==> src/rtl/mem_port_arbiter.sv <==
`default_nettype none
// ============================================================================
//  Module      : mem_port_arbiter
//  Description : Shares one single-ported memory between the instruction
//                fetch (IF) and load/store (LS) requesters. One outstanding
//                transaction at a time: IDLE -> ISSUE -> WAIT -> IDLE.
//                LS has fixed priority; IF is forced through after
//                STARVE_MAX consecutive LS wins while it was waiting.
//                Optional build macro ARB_PERF_EN adds 32-bit counters for
//                grants and stalled request cycles.
//  Revision    : 1.0 - initial release
// ============================================================================
module mem_port_arbiter #(
    parameter int ADDR_W     = 32,
    parameter int DATA_W     = 32,
    parameter int STARVE_MAX = 4
) (
    input  logic              clk,
    input  logic              rst_n,
    // instruction fetch requester
    input  logic              if_req,
    input  logic [ADDR_W-1:0] if_addr,
    output logic              if_gnt,
    output logic              if_rvalid,
    output logic [DATA_W-1:0] if_rdata,
    // load/store requester
    input  logic              ls_req,
    input  logic              ls_we,
    input  logic [2:0]        ls_funct3,
    input  logic [ADDR_W-1:0] ls_addr,
    input  logic [DATA_W-1:0] ls_wdata,
    output logic              ls_gnt,
    output logic              ls_rvalid,
    output logic [DATA_W-1:0] ls_rdata,
    // memory controller side
    output logic              mem_req,
    output logic              mem_we,
    output logic [2:0]        mem_funct3,
    output logic [ADDR_W-1:0] mem_addr,
    output logic [DATA_W-1:0] mem_wdata,
    input  logic              mem_ready,
    input  logic              mem_rvalid,
    input  logic [DATA_W-1:0] mem_rdata,
    output logic              busy
`ifdef ARB_PERF_EN
    ,
    output logic [31:0]       perf_if_cnt,
    output logic [31:0]       perf_ls_cnt,
    output logic [31:0]       perf_stall_cnt
`endif
);

    localparam int c_CNT_W = $clog2(STARVE_MAX + 1);

    localparam logic [1:0] c_S_IDLE  = 2'd0;
    localparam logic [1:0] c_S_ISSUE = 2'd1;
    localparam logic [1:0] c_S_WAIT  = 2'd2;

    localparam logic c_OWN_IF = 1'b0;
    localparam logic c_OWN_LS = 1'b1;

    // instruction fetches are always full-word reads
    localparam logic [2:0]         c_FUNCT3_WORD = 3'b010;
    localparam logic [c_CNT_W-1:0] c_STARVE_LIM  = c_CNT_W'(STARVE_MAX);

    logic [1:0]         r_state;
    logic [1:0]         w_nextState;
    logic               r_owner;
    logic [c_CNT_W-1:0] r_starveCnt;
    logic               r_cmdWe;
    logic [2:0]         r_cmdFunct3;
    logic [ADDR_W-1:0]  r_cmdAddr;
    logic [DATA_W-1:0]  r_cmdWdata;

    logic w_idle;
    logic w_ifStarved;
    logic w_lsWin;
    logic w_ifWin;
    logic w_rspValid;

    // Grants are suppressed while reset is held so every output reads 0.
    assign w_idle      = (r_state == c_S_IDLE) && rst_n;
    assign w_ifStarved = if_req && (r_starveCnt == c_STARVE_LIM);
    assign w_lsWin     = w_idle && ls_req && !w_ifStarved;
    assign w_ifWin     = w_idle && if_req && !w_lsWin;

    assign if_gnt = w_ifWin;
    assign ls_gnt = w_lsWin;
    assign busy   = (r_state != c_S_IDLE);

    // The command registers drive the memory port directly so the command
    // stays stable for as long as the controller back-pressures.
    assign mem_req    = (r_state == c_S_ISSUE);
    assign mem_we     = r_cmdWe;
    assign mem_funct3 = r_cmdFunct3;
    assign mem_addr   = r_cmdAddr;
    assign mem_wdata  = r_cmdWdata;

    // Responses are only accepted while waiting; strays elsewhere are dropped.
    assign w_rspValid = (r_state == c_S_WAIT) && mem_rvalid;
    assign if_rvalid  = w_rspValid && (r_owner == c_OWN_IF);
    assign ls_rvalid  = w_rspValid && (r_owner == c_OWN_LS);
    assign if_rdata   = if_rvalid ? mem_rdata : '0;
    // a store acknowledgement carries no data
    assign ls_rdata   = (ls_rvalid && !r_cmdWe) ? mem_rdata : '0;

    // Next-state decode for the single-outstanding transaction sequence.
    always_comb begin
        w_nextState = r_state;
        case (r_state)
            c_S_IDLE:  if (w_ifWin || w_lsWin) w_nextState = c_S_ISSUE;
            c_S_ISSUE: if (mem_ready)          w_nextState = c_S_WAIT;
            c_S_WAIT:  if (mem_rvalid)         w_nextState = c_S_IDLE;
            default:                           w_nextState = c_S_IDLE;
        endcase
    end

    // State register.
    always_ff @(posedge clk or negedge rst_n) begin
        if (!rst_n) begin
            r_state <= c_S_IDLE;
        end else begin
            r_state <= w_nextState;
        end
    end

    // Latch the winning command and its owner at the grant edge.
    always_ff @(posedge clk or negedge rst_n) begin
        if (!rst_n) begin
            r_owner     <= c_OWN_IF;
            r_cmdWe     <= 1'b0;
            r_cmdFunct3 <= 3'b000;
            r_cmdAddr   <= '0;
            r_cmdWdata  <= '0;
        end else if (w_lsWin) begin
            r_owner     <= c_OWN_LS;
            r_cmdWe     <= ls_we;
            r_cmdFunct3 <= ls_funct3;
            r_cmdAddr   <= ls_addr;
            r_cmdWdata  <= ls_wdata;
        end else if (w_ifWin) begin
            r_owner     <= c_OWN_IF;
            r_cmdWe     <= 1'b0;
            r_cmdFunct3 <= c_FUNCT3_WORD;
            r_cmdAddr   <= if_addr;
            r_cmdWdata  <= '0;
        end
    end

    // Count LS wins that left IF waiting; an IF win clears the count.
    always_ff @(posedge clk or negedge rst_n) begin
        if (!rst_n) begin
            r_starveCnt <= '0;
        end else if (w_lsWin && if_req) begin
            if (r_starveCnt != c_STARVE_LIM) begin
                r_starveCnt <= r_starveCnt + 1'b1;
            end
        end else if (w_ifWin) begin
            r_starveCnt <= '0;
        end
    end

`ifdef ARB_PERF_EN
    logic [31:0] r_perfIf;
    logic [31:0] r_perfLs;
    logic [31:0] r_perfStall;

    assign perf_if_cnt    = r_perfIf;
    assign perf_ls_cnt    = r_perfLs;
    assign perf_stall_cnt = r_perfStall;

    // Free-running grant and stall counters; they wrap naturally at 2^32.
    always_ff @(posedge clk or negedge rst_n) begin
        if (!rst_n) begin
            r_perfIf    <= '0;
            r_perfLs    <= '0;
            r_perfStall <= '0;
        end else begin
            if (w_ifWin) r_perfIf <= r_perfIf + 32'd1;
            if (w_lsWin) r_perfLs <= r_perfLs + 32'd1;
            if ((if_req || ls_req) && !(w_ifWin || w_lsWin)) begin
                r_perfStall <= r_perfStall + 32'd1;
            end
        end
    end
`endif

endmodule
`default_nettype wire

==> config.mk <==
export PLATFORM = sky130hd
export DESIGN_NAME = mem_port_arbiter
export DESIGN_NICKNAME = d
export VERILOG_FILES = /design/src/rtl/mem_port_arbiter.sv
export SDC_FILE = /design/constraint.sdc
export NUM_CORES = 1
export LEC_CHECK = 0
export CAP_MARGIN = 20
export CORE_ASPECT_RATIO = 0.5
export CORE_UTILIZATION = 34
export DETAILED_ROUTE_END_ITERATION = 16
export GPL_ROUTABILITY_DRIVEN = 0
export GPL_TIMING_DRIVEN = 1
export PLACE_DENSITY_LB_ADDON = 0.08
export SYNTH_ARGS = -nofsm -noshare
export SYNTH_HDL_FRONTEND = slang
export SYNTH_SLANG_ARGS = --single-unit
==> constraint.sdc <==
create_clock -name clk -period 1.95 [get_ports clk]
set_input_delay 0.39 -clock clk [delete_from_list [all_inputs] [get_ports clk]]
set_output_delay 0.39 -clock clk [all_outputs]
set_load 0.05 [all_outputs]
==> results of run 1 <==
[cell type report]
| class | instances | area share, % |
|---|---|---|
| timing repair buffer | 311 | 48.18 |
| sequential | 74 | 23.50 |
| multi-input combinational | 190 | 21.56 |
| clock buffer | 11 | 3.078 |
| tap | 135 | 2.142 |
| clock inverter | 4 | 1.253 |
| inverter | 6 | 0.2856 |
[through the flow]
step	TNS, ns	instance area [um^2]	worst slack (ns)
3_3_place_gp	-17.86	7188	-0.2077
3_5_place_dp	-20.34	7188	-0.2493
4_1_cts	-10.35	7689	-0.2036
6_report	-13.01	7886	-0.2263
2_1_floorplan	-1.571	3583	-0.05236
5_1_grt	-18.12	7886	-0.2966
[worst max-delay path by stage]
stage,from,end,cells past startpoint
3_3_place_gp,mem_rvalid,ls_rdata[0],6
3_5_place_dp,mem_rvalid,ls_rdata[31],6
6_report,r_state[0]$_DFFE_PN0P_,ls_rdata[13],5
5_1_grt,r_state[0]$_DFFE_PN0P_,if_rdata[9],6
2_1_floorplan,r_state[0]$_DFFE_PN0P_,ls_rdata[10],4
4_1_cts,r_state[0]$_DFFE_PN0P_,ls_rdata[6],5
[sequential cells by signal, summed over array words and instances (netlist names)]
name         flops
r_starveCnt      3
mem_addr        32
mem_we           1
r_state          2
mem_wdata       32
r_owner          1
mem_funct3       3
[power groups by stage]
stage | combinational, mW | sequential (mW) | clock (mW)
after floorplan | 1.85 | 5.03 | 0
after global placement | 6.83 | 2.66 | 0
after detailed placement | 6.87 | 2.69 | 0
after CTS | 7.04 | 2.69 | 1.92
after global routing | 7.48 | 2.80 | 1.98
final | 7.20 | 2.71 | 1.89
[critical path: cells and delay by family, from the launching register on]
family                 cells  cell delay, ns
buffers and inverters      2            0.31
DFF                        1            0.42
and+or+nand+nor            3            0.73
[Yosys cell counts (all sizes together)]
| cell type | count | area share [%] |
|---|---|---|
| o221a | 32 | 10 |
| or3 | 32 | 5.7 |
| o21ai | 3 | 0.43 |
| nand3 | 1 | 0.14 |
| a21o | 2 | 0.64 |
| nor4bb | 2 | 0.99 |
| nand2 | 3 | 0.39 |
| nand4bb | 1 | 0.32 |
| a22o | 35 | 8.7 |
| or2 | 1 | 0.18 |
| nor2 | 1 | 0.32 |
| and2 | 64 | 11 |
| clkbuf | 12 | 1.3 |
| buf | 15 | 3.2 |
| and2b | 1 | 0.21 |
| and4b | 1 | 0.28 |
| a32o | 1 | 0.28 |
| inv | 6 | 0.64 |
| ha | 2 | 0.71 |
| o311ai | 1 | 0.25 |
| o32a | 1 | 0.28 |
| nand2b | 2 | 0.35 |
| nand4 | 2 | 0.35 |
| dfrtp | 74 | 53 |
| nor3b | 1 | 0.35 |
[what timing repair did]
action,in CTS,in global routing
cloned,1,4
hold buffers,0,0
pin swaps,8,10
resized for setup,45,30
setup buffers,6,6
endpoints found under the setup margin,67,139
[placed cells by master (no fill, tap or decap), types with 2 or more instances in the layout]
master                            Yosys  layout
sky130_fd_sc_hd__and2_1              64       3
sky130_fd_sc_hd__inv_1                5       4
sky130_fd_sc_hd__clkbuf_16            0      12
sky130_fd_sc_hd__o221a_2              3       3
sky130_fd_sc_hd__nand4_1              2       2
sky130_fd_sc_hd__buf_12               0      70
sky130_fd_sc_hd__and2_2               0       9
sky130_fd_sc_hd__dlymetal6s2s_1       0       2
sky130_fd_sc_hd__ha_1                 2       2
sky130_fd_sc_hd__o21ai_0              3       2
sky130_fd_sc_hd__bufinv_16            0       3
sky130_fd_sc_hd__a22o_1              35      35
sky130_fd_sc_hd__or3_1               32      32
sky130_fd_sc_hd__nand2_1              2       2
sky130_fd_sc_hd__nor2_4               1       2
sky130_fd_sc_hd__inv_2                1       2
sky130_fd_sc_hd__buf_4                2      37
sky130_fd_sc_hd__dfrtp_1             74      73
sky130_fd_sc_hd__clkdlybuf4s50_1      0     190
sky130_fd_sc_hd__buf_6                5       6
sky130_fd_sc_hd__o221a_1             29      29
sky130_fd_sc_hd__and2_4               0      52
sky130_fd_sc_hd__nor4bb_4             1       2
[kinds of logic after synthesis]
group / Yosys count
buffers and inverters: 33
adders and majority gates: 2
DFF: 74
AOI/OAI and AO/OA: 75
and+or+nand+nor: 112
[routing by layer]
| layer | vias up | GRT usage [%] |
|---|---|---|
| met2 | 155 | 46.36 |
| li1 | 1698 | - |
| met4 | 0 | 7.407 |
| met3 | 12 | 7.423 |
| met5 | - | 0 |
| met1 | 1826 | 34.58 |
==> results.sh, run 1 <==
export IMPL_dpl_cell_count=700
export IMPL_insertedDiodeCount=0
export IMPL_total_congestion_overflow=0
export IMPL_yosysUniqueCellTypes=32
export IMPL_detailedPlacementHpwl_mm=10.77
export IMPL_layout_worst_path_cycle_share_pct=111.6
export IMPL_cts_tree="yes"
export IMPL_num_rows=25
export IMPL_synth_area_per_cell_um2=11.92
export IMPL_synthToLayoutAreaGrowth_pct=123.6
export IMPL_drc=0
export IMPL_timing_critical_path_slowest_stage_cell="sky130_fd_sc_hd__dfrtp_1"
export IMPL_cts_inserted_buffers=9
export IMPL_area_of_the_die_um2=10810
export IMPL_netlist_area_um2=3527
export IMPL_nets=732
export IMPL_path_max_fanout=8
export IMPL_power_frac_comb_pct=61.0
export IMPL_p_sw_mw=5.354
export IMPL_period_needed_ns=2.176
export IMPL_firstDrtPassIters=4
export IMPL_finClkSkew_ns=0.007924
export IMPL_finalHoldWorstSlack_ns=0.1309
export IMPL_ant_nets=0
export IMPL_synth_area_mux_share_pct=0
export IMPL_synth_simple_area_share_pct=20.93
export IMPL_seq_area_frac_synth_pct=52.50
export IMPL_fin_cells=731
export IMPL_min_path_type="input pin to asynchronous set/reset pin"
export IMPL_worst_slack_ns=-0.2263
export IMPL_synthXorXnorAreaFrac_pct=0
export IMPL_status="complete, but fails checks"
export IMPL_violations="setup timing"
export IMPL_netlist_instances=296
export IMPL_top_signal_layer_used="met4"
export IMPL_first_global_vias=3700
export IMPL_clock_fmax_mhz=459.5
export IMPL_finalCoreUtilization_pct=80.81
export IMPL_setup_viol=67
export IMPL_hold_viol_final=0
export IMPL_cts_root_to_sink_buffers=2
export IMPL_syn_num_nets=436
export IMPL_static_leakage_power_nw=3.355
export IMPL_grt_total_usage_pct=27.10
export IMPL_die_height_um=74.02
export IMPL_synth_top_family_by_area="simple AND/OR/NAND/NOR gates"
export IMPL_grt_start_max_net_pins=48
export IMPL_cts_clock_pin_slew_for_the_worst_setup_and_hold_paths_ns=0.06
export IMPL_worst_r2r_setup_slack_ns=0.04
export IMPL_peak_vdd_ir_uv=1011
export IMPL_power_switching_share_pct=45.38
export IMPL_met3_wire_len_um=950
export IMPL_grt_setup_unrepaired="yes"
export IMPL_fp_dieW_um=146.0
export IMPL_via_count_of_the_routed_design=3691
export IMPL_tightestPinTransition_ns=0.5928
export IMPL_clock_root_buffer="sky130_fd_sc_hd__clkbuf_16"
export IMPL_timing_critical_path_cells="and4b_4 -> and2b_4 -> clkbuf_16 -> and2_4 -> buf_12"
export IMPL_grt_first_pass_wirelength_mm=22.11
export IMPL_crit_reg2reg_launch="r_state[0]$_DFFE_PN0P_"
export IMPL_detail_route_wirelength_mm=15.35
export IMPL_initial_utilization_pct=36.14
export IMPL_drt_initial_drc_count=210
export IMPL_routed_wire_length_per_instance_um=21.00
export IMPL_max_cap_viol_count=0
export IMPL_antenna_found_initial=0
export IMPL_pwr_share_clk_pct=16.0
export IMPL_timing_critical_path_slowest_cell_delay_ns=0.42
export IMPL_sequential_cell_area_um2=1853
export IMPL_vias_per_cell=5.049
export IMPL_sequentialPowerShare_pct=23.0
export IMPL_internal_power_mw=6.444
export IMPL_coreArea_um2=9759
export IMPL_ys_warn_count=0
export IMPL_crit_end_category="output port"
export IMPL_arrival_ns=1.79
export IMPL_port_buffer_count=275
export IMPL_slew_viol_final=0
export IMPL_routed_wl_met2_mm=7.613
export IMPL_design_power_total_mw=11.80
export IMPL_critPathLaunchType="flip-flop"
export IMPL_synth_compound_area_share_pct=20.79
export IMPL_timing_rr_end="mem_wdata[13]$_DFFE_PN0P_"
export IMPL_power_density_cells_nw_per_um2=1496
export IMPL_rr_worst_depth=8
export IMPL_cts_sinks=74
export IMPL_crit_required_ns=1.56
export IMPL_worstSkewPairLatency_ns=0.33
export IMPL_met1_length_mm=6.610
export IMPL_slew_limit_headroom_pct=60.48
export IMPL_clock_tree_htree_level_count=3
export IMPL_synth_fa_ha_area_share_pct=0.7095
export IMPL_drive_gt1_share_pct=35.57
export IMPL_ys_seq_elements=74
export IMPL_filler_cell_count=555
export IMPL_path_class="flip-flop to output port"
export IMPL_multi_input_comb_area_um2=1700
export IMPL_io_pin_count=276
Note: power is estimated with default switching activity, not from simulation.
==> run 2: changes to the inputs <==
Settings changed: HOLD_SLACK_MARGIN set to 0.1.
==> results of run 2 <==
No change in the layout: final DEF, timing and power equal those of run 1.
